### src/rtl/srl_delay_pkg.sv
// Shared helpers and types for the variable-depth delay line.
// Used by srl_delay_line_if, srl_tap_chain and srl_delay_line.
package srl_delay_pkg;

  function automatic int clog2(input int value);
    int r;
    r = 0;
    while ((1 << r) < value) r++;
    return r;
  endfunction

  // delay_sel has to encode 0..max_delay inclusive
  function automatic int delay_w(input int max_delay);
    int w;
    w = clog2(max_delay + 1);
    return (w < 1) ? 1 : w;
  endfunction

  localparam int SRL_DEF_WIDTH     = 16;
  localparam int SRL_DEF_MAX_DELAY = 32;
  localparam int SRL_DEF_DELAY_W   = delay_w(SRL_DEF_MAX_DELAY);

  typedef struct packed {
    logic                     vld;
    logic [SRL_DEF_WIDTH-1:0] data;
  } srl_stage_t;

endpackage

### src/rtl/srl_delay_line_if.sv
// Stream-side bundle of the delay line: control, input sample and delayed output.
interface srl_delay_line_if
  import srl_delay_pkg::*;
#(
  parameter int C_WIDTH   = SRL_DEF_WIDTH,
  parameter int C_DELAY_W = SRL_DEF_DELAY_W
);
  logic                 ce;
  logic                 flush;
  logic [C_DELAY_W-1:0] delay_sel;
  logic [C_WIDTH-1:0]   data_in;
  logic                 valid_in;
  logic [C_WIDTH-1:0]   data_out;
  logic                 valid_out;
  logic                 primed;

  modport master (
    output ce, flush, delay_sel, data_in, valid_in,
    input  data_out, valid_out, primed
  );

  modport slave (
    input  ce, flush, delay_sel, data_in, valid_in,
    output data_out, valid_out, primed
  );
endinterface

### src/rtl/srl_tap_chain.sv
// C_MAX_DELAY-stage {valid, data} shift array with clock enable,
// valid-only clear and a tap mux returning stage[tap_sel-1].
module srl_tap_chain
  import srl_delay_pkg::*;
#(
  parameter int C_WIDTH     = SRL_DEF_WIDTH,
  parameter int C_MAX_DELAY = SRL_DEF_MAX_DELAY,
  parameter int C_DELAY_W   = delay_w(C_MAX_DELAY)
) (
  input  logic                 clk,
  input  logic                 rst,
  input  logic                 ce,
  input  logic                 clr_vld,
  input  logic                 valid_in,
  input  logic [C_WIDTH-1:0]   data_in,
  input  logic [C_DELAY_W-1:0] tap_sel,
  output logic                 tap_vld,
  output logic [C_WIDTH-1:0]   tap_data
);

  typedef struct packed {
    logic               vld;
    logic [C_WIDTH-1:0] data;
  } stage_t;

  stage_t stage [C_MAX_DELAY];
  stage_t tap;

  // clr_vld wins over ce so a flush drops the same-cycle input and freezes the shift
  always_ff @(posedge clk) begin
    if (rst) begin
      for (int k = 0; k < C_MAX_DELAY; k++) stage[k] <= '0;
    end else if (clr_vld) begin
      for (int k = 0; k < C_MAX_DELAY; k++) stage[k].vld <= 1'b0;
    end else if (ce) begin
      stage[0] <= '{vld: valid_in, data: data_in};
      for (int k = 1; k < C_MAX_DELAY; k++) stage[k] <= stage[k-1];
    end
  end

  // tap_sel == 0 matches no stage; the caller supplies the pass-through path
  always_comb begin
    tap = '0;
    for (int k = 0; k < C_MAX_DELAY; k++) begin
      if (tap_sel == C_DELAY_W'(k + 1)) tap = stage[k];
    end
  end

  assign tap_vld  = tap.vld;
  assign tap_data = tap.data;

endmodule

### src/rtl/srl_delay_line.sv
// Runtime-selectable delay line with valid sideband, flush and ce stall.
// Optional fill tracking enabled by defining SRL_DELAY_PRIMED_EN.
module srl_delay_line
  import srl_delay_pkg::*;
#(
  parameter int C_WIDTH     = SRL_DEF_WIDTH,
  parameter int C_MAX_DELAY = SRL_DEF_MAX_DELAY,
  parameter int C_OUT_REG   = 0
) (
  input logic             clk,
  input logic             rst,
  srl_delay_line_if.slave bus
);

  localparam int C_DELAY_W = delay_w(C_MAX_DELAY);

  function automatic logic [C_DELAY_W-1:0] clamp_delay(input logic [C_DELAY_W-1:0] sel);
    return (sel > C_DELAY_W'(C_MAX_DELAY)) ? C_DELAY_W'(C_MAX_DELAY) : sel;
  endfunction

  logic [C_DELAY_W-1:0] delay_q;
  logic                 tap_vld_p0;
  logic [C_WIDTH-1:0]   tap_data_p0;
  logic                 vld_p0;
  logic [C_WIDTH-1:0]   data_p0;

  // delay_sel is only looked at on rst/flush; streaming never retimes the line
  always_ff @(posedge clk) begin
    if (rst || bus.flush) delay_q <= clamp_delay(bus.delay_sel);
  end

  srl_tap_chain #(
    .C_WIDTH     (C_WIDTH),
    .C_MAX_DELAY (C_MAX_DELAY),
    .C_DELAY_W   (C_DELAY_W)
  ) u_chain (
    .clk      (clk),
    .rst      (rst),
    .ce       (bus.ce),
    .clr_vld  (bus.flush),
    .valid_in (bus.valid_in),
    .data_in  (bus.data_in),
    .tap_sel  (delay_q),
    .tap_vld  (tap_vld_p0),
    .tap_data (tap_data_p0)
  );

  // stage p0: tap select, zero delay bypasses the chain
  always_comb begin
    vld_p0  = tap_vld_p0;
    data_p0 = tap_data_p0;
    if (delay_q == '0) begin
      vld_p0  = bus.valid_in;
      data_p0 = bus.data_in;
    end
  end

  generate
    if (C_OUT_REG != 0) begin : g_out_reg
      logic               vld_p1;
      logic [C_WIDTH-1:0] data_p1;

      // stage p1: optional output register
      always_ff @(posedge clk) begin
        if (rst) begin
          vld_p1  <= 1'b0;
          data_p1 <= '0;
        end else if (bus.flush) begin
          vld_p1  <= 1'b0;
        end else if (bus.ce) begin
          vld_p1  <= vld_p0;
          data_p1 <= data_p0;
        end
      end

      assign bus.valid_out = vld_p1;
      assign bus.data_out  = data_p1;
    end else begin : g_no_out_reg
      assign bus.valid_out = vld_p0;
      assign bus.data_out  = data_p0;
    end
  endgenerate

`ifdef SRL_DELAY_PRIMED_EN
  logic [C_DELAY_W-1:0] fill_cnt;
  logic [C_DELAY_W-1:0] fill_nxt;
  logic                 primed_q;

  assign fill_nxt = (fill_cnt == delay_q) ? fill_cnt : fill_cnt + C_DELAY_W'(1);

  // primed compares against the post-update count so it rises on the d-th ce edge
  always_ff @(posedge clk) begin
    if (rst || bus.flush) begin
      fill_cnt <= '0;
      primed_q <= (clamp_delay(bus.delay_sel) == '0);
    end else if (bus.ce) begin
      fill_cnt <= fill_nxt;
      primed_q <= (fill_nxt == delay_q);
    end
  end

  assign bus.primed = primed_q;
`else
  assign bus.primed = 1'b1;
`endif

endmodule

### src/flat_wrapper.sv
// flat-port wrapper written by rule: the top's interface ports become plain ports
module srl_delay_line_flat import srl_delay_pkg::*;
#(
  parameter int C_WIDTH     = SRL_DEF_WIDTH,
  parameter int C_MAX_DELAY = SRL_DEF_MAX_DELAY,
  parameter int C_OUT_REG   = 0
)
  (clk, rst, bus_ce, bus_flush, bus_delay_sel, bus_data_in, bus_valid_in, bus_data_out, bus_valid_out, bus_primed);
  srl_delay_line_if #(.C_WIDTH(C_WIDTH), .C_DELAY_W((delay_w((32))))) bus_i ();
  input logic clk;
  input logic rst;
  input wire logic [$bits(bus_i.ce)-1:0] bus_ce;
  input wire logic [$bits(bus_i.flush)-1:0] bus_flush;
  input wire logic [$bits(bus_i.delay_sel)-1:0] bus_delay_sel;
  input wire logic [$bits(bus_i.data_in)-1:0] bus_data_in;
  input wire logic [$bits(bus_i.valid_in)-1:0] bus_valid_in;
  output wire logic [$bits(bus_i.data_out)-1:0] bus_data_out;
  output wire logic [$bits(bus_i.valid_out)-1:0] bus_valid_out;
  output wire logic [$bits(bus_i.primed)-1:0] bus_primed;
  assign bus_i.ce = bus_ce;
  assign bus_i.flush = bus_flush;
  assign bus_i.delay_sel = bus_delay_sel;
  assign bus_i.data_in = bus_data_in;
  assign bus_i.valid_in = bus_valid_in;
  assign bus_data_out = bus_i.data_out;
  assign bus_valid_out = bus_i.valid_out;
  assign bus_primed = bus_i.primed;
  srl_delay_line #(.C_WIDTH(C_WIDTH), .C_MAX_DELAY(C_MAX_DELAY), .C_OUT_REG(C_OUT_REG)) u_core (.clk(clk), .rst(rst), .bus(bus_i));
endmodule
### config.mk
export PLATFORM = sky130hd
export DESIGN_NAME = srl_delay_line_flat
export DESIGN_NICKNAME = d
export VERILOG_FILES = /design/src/rtl/srl_delay_pkg.sv /design/src/rtl/srl_delay_line_if.sv /design/src/rtl/srl_tap_chain.sv /design/src/rtl/srl_delay_line.sv /design/src/flat_wrapper.sv
export SDC_FILE = /design/constraint.sdc
export NUM_CORES = 1
export LEC_CHECK = 0
export BUFFER_PORTS_ARGS = -buffer_cell sky130_fd_sc_hd__buf_2
export CAP_MARGIN = 30
export CORE_MARGIN = 5
export CORE_UTILIZATION = 55
export CTS_CLUSTER_SIZE = 28
export DETAILED_ROUTE_END_ITERATION = 16
export PLACE_DENSITY = 0.75
export SYNTH_ARGS = -nofsm -noshare
export SYNTH_HDL_FRONTEND = slang
export SYNTH_HIERARCHICAL = 1
export SYNTH_SLANG_ARGS = --single-unit
### constraint.sdc
create_clock -name clk -period 21.5 [get_ports clk]
set_clock_uncertainty 0.1 [all_clocks]
set_input_delay 0 -clock clk [delete_from_list [all_inputs] [get_ports clk]]
set_output_delay 0 -clock clk [all_outputs]
set_load 0.02 [all_outputs]
# Yosys cells after proc, flatten, opt, wreduce, memory -nomap -nowiden
# Memories as Yosys holds them, arrays and structs flattened.
# Cells that the tools add are included.
# W data, S select, Z words.
dict set report totals {
  reg_bits 6
  ram_bits 544
  input_bits 27
  memories 1
}
dict set report classes {
  magnitude_cmp 1
  eq_ne 32
  muxes 139
  bitwise 96
  n_reduce_logical 2
}
# name depth width read_ports rd_clocked_by_memory_dff wr line_no
set memory_table {}
lappend memory_table {u_core.u_chain.stage 32 17 32 0 32 srl_tap_chain.sv:26} ;# stage_t stage [C_MAX_DELAY];
# cell n
set op_table {}
lappend op_table {{$mux W17} 32}
lappend op_table {{$mux W16} 33}
lappend op_table {{$eq A6 B5 Y1 const B} 16}
lappend op_table {{$or A1 B1 Y1} 96}
lappend op_table {{$mux W1} 74}
lappend op_table {{$eq A6 B4 Y1 const B} 8}
lappend op_table {{$eq A6 B3 Y1 const B} 4}
lappend op_table {{$eq A6 B2 Y1 const B} 2}
lappend op_table {{$eq A6 B1 Y1 const B} 1}
lappend op_table {{$eq A6 B6 Y1 const B} 1}
lappend op_table {{$gt A6 B6 Y1 const B} 1}
lappend op_table {{$logic_not A6 Y1} 1}
lappend op_table {{$logic_or A1 B1 Y1} 1}

# Longest topological paths before layout
dict set report depth {
  ltp_word 34
  depth_mapped 12
  depth_no_buf 7
}

# Hierarchy
# Netlist, hierarchy kept.
# mod instances cells_each area_each_um2 seq_area_each_um2
set modules_own_cells {}
lappend modules_own_cells {srl_tap_chain 1 2118 26241.4 16325.7}
lappend modules_own_cells {srl_delay_line 1 36 495.5 180.2}

# Worst setup path before layout
# OpenSTA, ideal clock, no wires.
dict set report synth_path {
  kind {input port to flip-flop}
  from {in rst}
  to {mem u_core/u_chain/stage[0][0] (netlist name) (enable)}
  arrival_ns 11.019
  required_ns 20.521
  setup_slack_ns 9.502
  cell_stages 4
  n_path_buf 3
  path_cell_list {clkbuf_1 -> clkbuf_1 -> buf_1 -> a21o_1}
}
# element line_no
set synth_lines {}
lappend synth_lines {{start, declared} flat_wrapper.sv:11} ;# input logic rst;
lappend synth_lines {{end, declared} srl_tap_chain.sv:26}

# Final worst setup path
dict set report layout_path {
  from {reg u_core.delay_q[0]}
  to {out bus_data_out[1]}
}
dict set report layout_via {
  elab_chain_len 34
  word_cells_on_any_way 66
  cone_classes {eq/ne: 32; mux: 33; reduce/logical: 1}
}
# element line_no
set layout_lines {}
lappend layout_lines {{start, declared} srl_delay_line.sv:21} ;# logic [C_DELAY_W-1:0] delay_q;
lappend layout_lines {{start signal, assigned} srl_delay_line.sv:29} ;# if (rst || bus.flush) delay_q <= clamp_delay(bus.delay_sel);
lappend layout_lines {{$eq A6 B1 Y1} srl_tap_chain.sv:45} ;# if (tap_sel == C_DELAY_W'(k + 1)) tap = stage[k];
lappend layout_lines {{$mux W17 (31 in a row)} srl_tap_chain.sv:45}
lappend layout_lines {{$mux W17 (*)} srl_tap_chain.sv:45}
lappend layout_lines {{via u_core.tap_data_p0[1]} srl_delay_line.sv:23} ;# logic [C_WIDTH-1:0] tap_data_p0;
lappend layout_lines {{$mux W16 (*)} srl_delay_line.sv:52} ;# if (delay_q == '0) begin
lappend layout_lines {{end, declared} flat_wrapper.sv:17} ;# output wire logic [$bits(bus_i.data_out)-1:0] bus_data_out;
# The timed path passes the listed nets; every way through them passes the cells marked *.

==> key figures <==
Global routing
  • Initial antenna violation count: 1
  • GRT Total Usage: roughly a quarter
  • Vias in the first global route: between 15000 and 20000
  • Total grt overflow: 0
  • Largest net degree at the start of global routing: 200
  • Global-route wire length before repair: approximately 110000 um

Power and ir drop
  • Flop pwr share: 52.1%
  • Combinational fraction of design power: between 10% and 20%
  • Leak: 10.7 nW
  • Tot Pwr: 2.50 mW
  • Internal power: around 1.9 mW
  • Clock share of power: between 30% and 40%
  • Switch share: 25.6%
  • VDD IR max: 0.0000776 V
  • PwrDens: 85.3 nW/um2
  • Switching pwr: 0.638 mW

Die
  • Effective utilization at floorplan: 55.8%
  • Die Area: 53100 um2
  • Row cnt: 80
  • # IOs: 45
  • Die Span X: 230 um
  • Die height: about 230 um
  • Placeable Area: 47900 um2

Place
  • Gpl congestion: 0.898
  • DP HPWL: 42100 um
  • Setup WS pre-CTS: about 16000 ps
  • Count of input and output buffers: 43

Clock network
  • Num CTS Buffers: between 50 and 60
  • Worst-path clk slew: roughly 60 ps
  • CTS max path bufs: 3
  • Cts repair resizes: 0
  • Sink Count: 550
  • Total setup buffers inserted after CTS: 0
  • Hold Buf Count CTS: 26
  • CTS HTree Levels: 2
  • Clock root buffer master: clkbuf_16
  • Worst-Skew Late Latency: 620 ps
  • CTS tree: done

Final layout
  • Synth-to-Final Area Change: 9.56%
  • Ant. Diodes: 0
  • Final core occ: 61.1%
  • Most common cell after layout, fill and taps aside: edfxtp_1
  • Layout fillers: 3664
  • Nets: 2182
  • Share of cells above drive strength 1: between 10% and 20%
  • Most frequent cells in the layout: edfxtp_1, and2_1, nor2b_1

Worst setup path
  • Kind of critical path: flop to output pin
  • R2R depth: 3
  • Crit. End Element: output pin
  • Crit-path max cell delay: 1010 ps
  • CP max FO: 62
  • Startpoint Class: flop
  • Crit path from: u_core/delay_q[0]
  • Endpoint required time on the critical path: 21400 ps
  • Worst r2r src: u_core/u_chain/stage[0][16]
  • Crit Reg-Reg Endpoint: u_core/u_chain/stage[0][16]
  • Crit-path most repeated cell: buf_4
  • Reg2reg setup slack: 20130 ps
  • CP max stage cell: edfxtp_1
  • Crit path cell chain: buf_4 -> buf_4 -> buf_4 -> nor3b_1 -> o211ai_1 -> o221ai_1 -> a41oi_1 -> nor3_1 -> a21oi_1 -> mux2_4 -> buf_2
  • WP data arrival: 6190 ps

Synth
  • Post-synth ARST share: 0%
  • Yosys cell types: 84
  • Synth Net Count: 2181
  • Mean Syn Cell Area: 12.4 um2
  • Yosys warns: 6
  • #FFs+latches synth: 550
  • Post-synth EDFFs: about 550
  • Post-Syn Area: 26700 um2
  • Register area share after synthesis: roughly three fifths
  • Post-synthesis cell count: 2154
  • Dominant synthesized flop cell: edfxtp_1

Run
  • Max-cap viol count: 0

Routing
  • WL/cell: 24.5 um
  • Initial DRC Count: ~2500
  • Vias: 18100
  • Drc violations: 0
  • Drt via density: 6.42
  • Final antenna-violating net count: 0
  • Drt pass-1 iters: 6
  • Drt total wl: 69000 um

Min path
  • Worst min path class: input pin to flop
  • Hold path endpoint: u_core/u_chain/stage[0][10]
  • Hold depth: 3
  • Beginning of the worst hold path: bus_data_in[10]

Timing
  • Number of max-slew violations in the final report: 0
  • Setup TNS: 0 ps
  • Worst-margin pin slew: 1200 ps
  • Min cycle time layout: 6290 ps
  • Max frequency: 159 MHz
  • Final setup margin: 15210 ps
  • Final Hold Fails: 0
  • Period utilization: about 29%
  • Max_slew headroom: 20.1%
  • Unrepaired setup endpoints after global routing: false
  • Final-report setup violation count: 0

Outcome
  • Status: finished, final reports clean
-- kinds of logic after synthesis --
family | share of synthesized area [%]
AOI/OAI and AO/OA | 11.6
buffers and inverters | 3.23
DFF | 61.7
muxes | 4.95
other | 0.0140
and+or+nand+nor | 18.4
-- state kept, by name, summed over array words and instances, names as in the netlist --
name,flops
u_core/u_chain/stage,544
u_core/delay_q,6
-- per-layer routing --
metal	up-vias	global-route usage (%)	part of all wire [%]
met1	8964	35.4	41
met2	1003	39.2	46
met5	-	0	0
met3	146	5.27	10
li1	7951	-	-
met4	0	9.71	3.8
-- critical path: cells and delay by family (launching register included) --
family,cells,cell delay [ps]
AND/OR/NAND/NOR,2,350
multiplexers,1,260
AO/OA/AOI/OAI,4,1560
flip-flops,1,1010
buffers and inverters,4,2290
-- stage by stage --
stage / instances / hold WS, ps / cell area, um2
detailed placement: 2683 / 165 / 27300
global route: 2813 / 114 / 29300
global placement: 2679 / 158 / 27300
floorplan: 2154 / -20.7 / 26700
CTS: 2811 / 47.6 / 29300
finish: 2813 / 122 / 29300
-- synthesized netlist by cell type (5+ instances only) --
cell,instances,share of area [%]
inv_1,21,0.29
a22oi_1,18,0.51
or3_1,11,0.26
and3_1,5,0.12
mux2_2,32,1.3
nor3b_1,9,0.25
nor2_1,95,1.3
nand3_1,15,0.28
nand2_1,66,0.93
edfxtp_1,549,62
o21a_1,13,0.37
mux2_4,10,0.56
buf_4,11,0.31
o221ai_1,22,0.72
o2111ai_1,6,0.20
a31oi_1,9,0.21
o21ai_0,89,1.7
o31ai_1,8,0.22
and2_1,355,8.3
a21oi_1,122,2.3
buf_6,6,0.25
mux2i_1,61,2.3
o22ai_1,23,0.54
clkbuf_1,99,1.4
a2bb2oi_1,22,0.72
o211ai_1,19,0.53
a21o_1,8,0.22
a221oi_1,15,0.49
buf_2,48,0.90
o32ai_1,12,0.39
mux4_2,9,0.76
nor3_1,23,0.43
nand2b_1,11,0.26
a222oi_1,5,0.19
a211oi_1,22,0.62
or2_2,6,0.14
o2bb2ai_1,7,0.23
nor2b_1,200,4.7
o21ai_1,7,0.13
buf_1,5,0.070
-- cell type report --
type | instances | area (um2) | share of cell area, %
clock buffers | 75 | 1540 | 5.25
clock inverters | 27 | 128 | 0.436
inverters | 22 | 82.6 | 0.282
multi-input cells | 1413 | 9400 | 32.1
flip-flops and latches | 550 | 16500 | 56.3
well taps | 615 | 769 | 2.63
repair buffers | 111 | 873 | 2.98
-- worst max path at each step --
stage | to | slack (ps)
3_3_place_gp | bus_data_out[13] | 16070
4_1_cts | bus_data_out[13] | 15300
2_1_floorplan | u_core/u_chain/stage[0][0] | 9500
6_report | bus_data_out[1] | 15210
3_5_place_dp | bus_data_out[13] | 15950
5_1_grt | bus_data_out[13] | 14960
-- power groups by stage --
stage	clock (mW)	sequential (mW)	combinational, mW
global placement	0	1.32	0.274
finish	0.906	1.30	0.291
CTS	0.918	1.30	0.284
detailed placement	0	1.32	0.279
global route	0.966	1.31	0.307
floorplan	0	1.33	0.191
No activity file was read; power rests on OpenSTA's default activity.
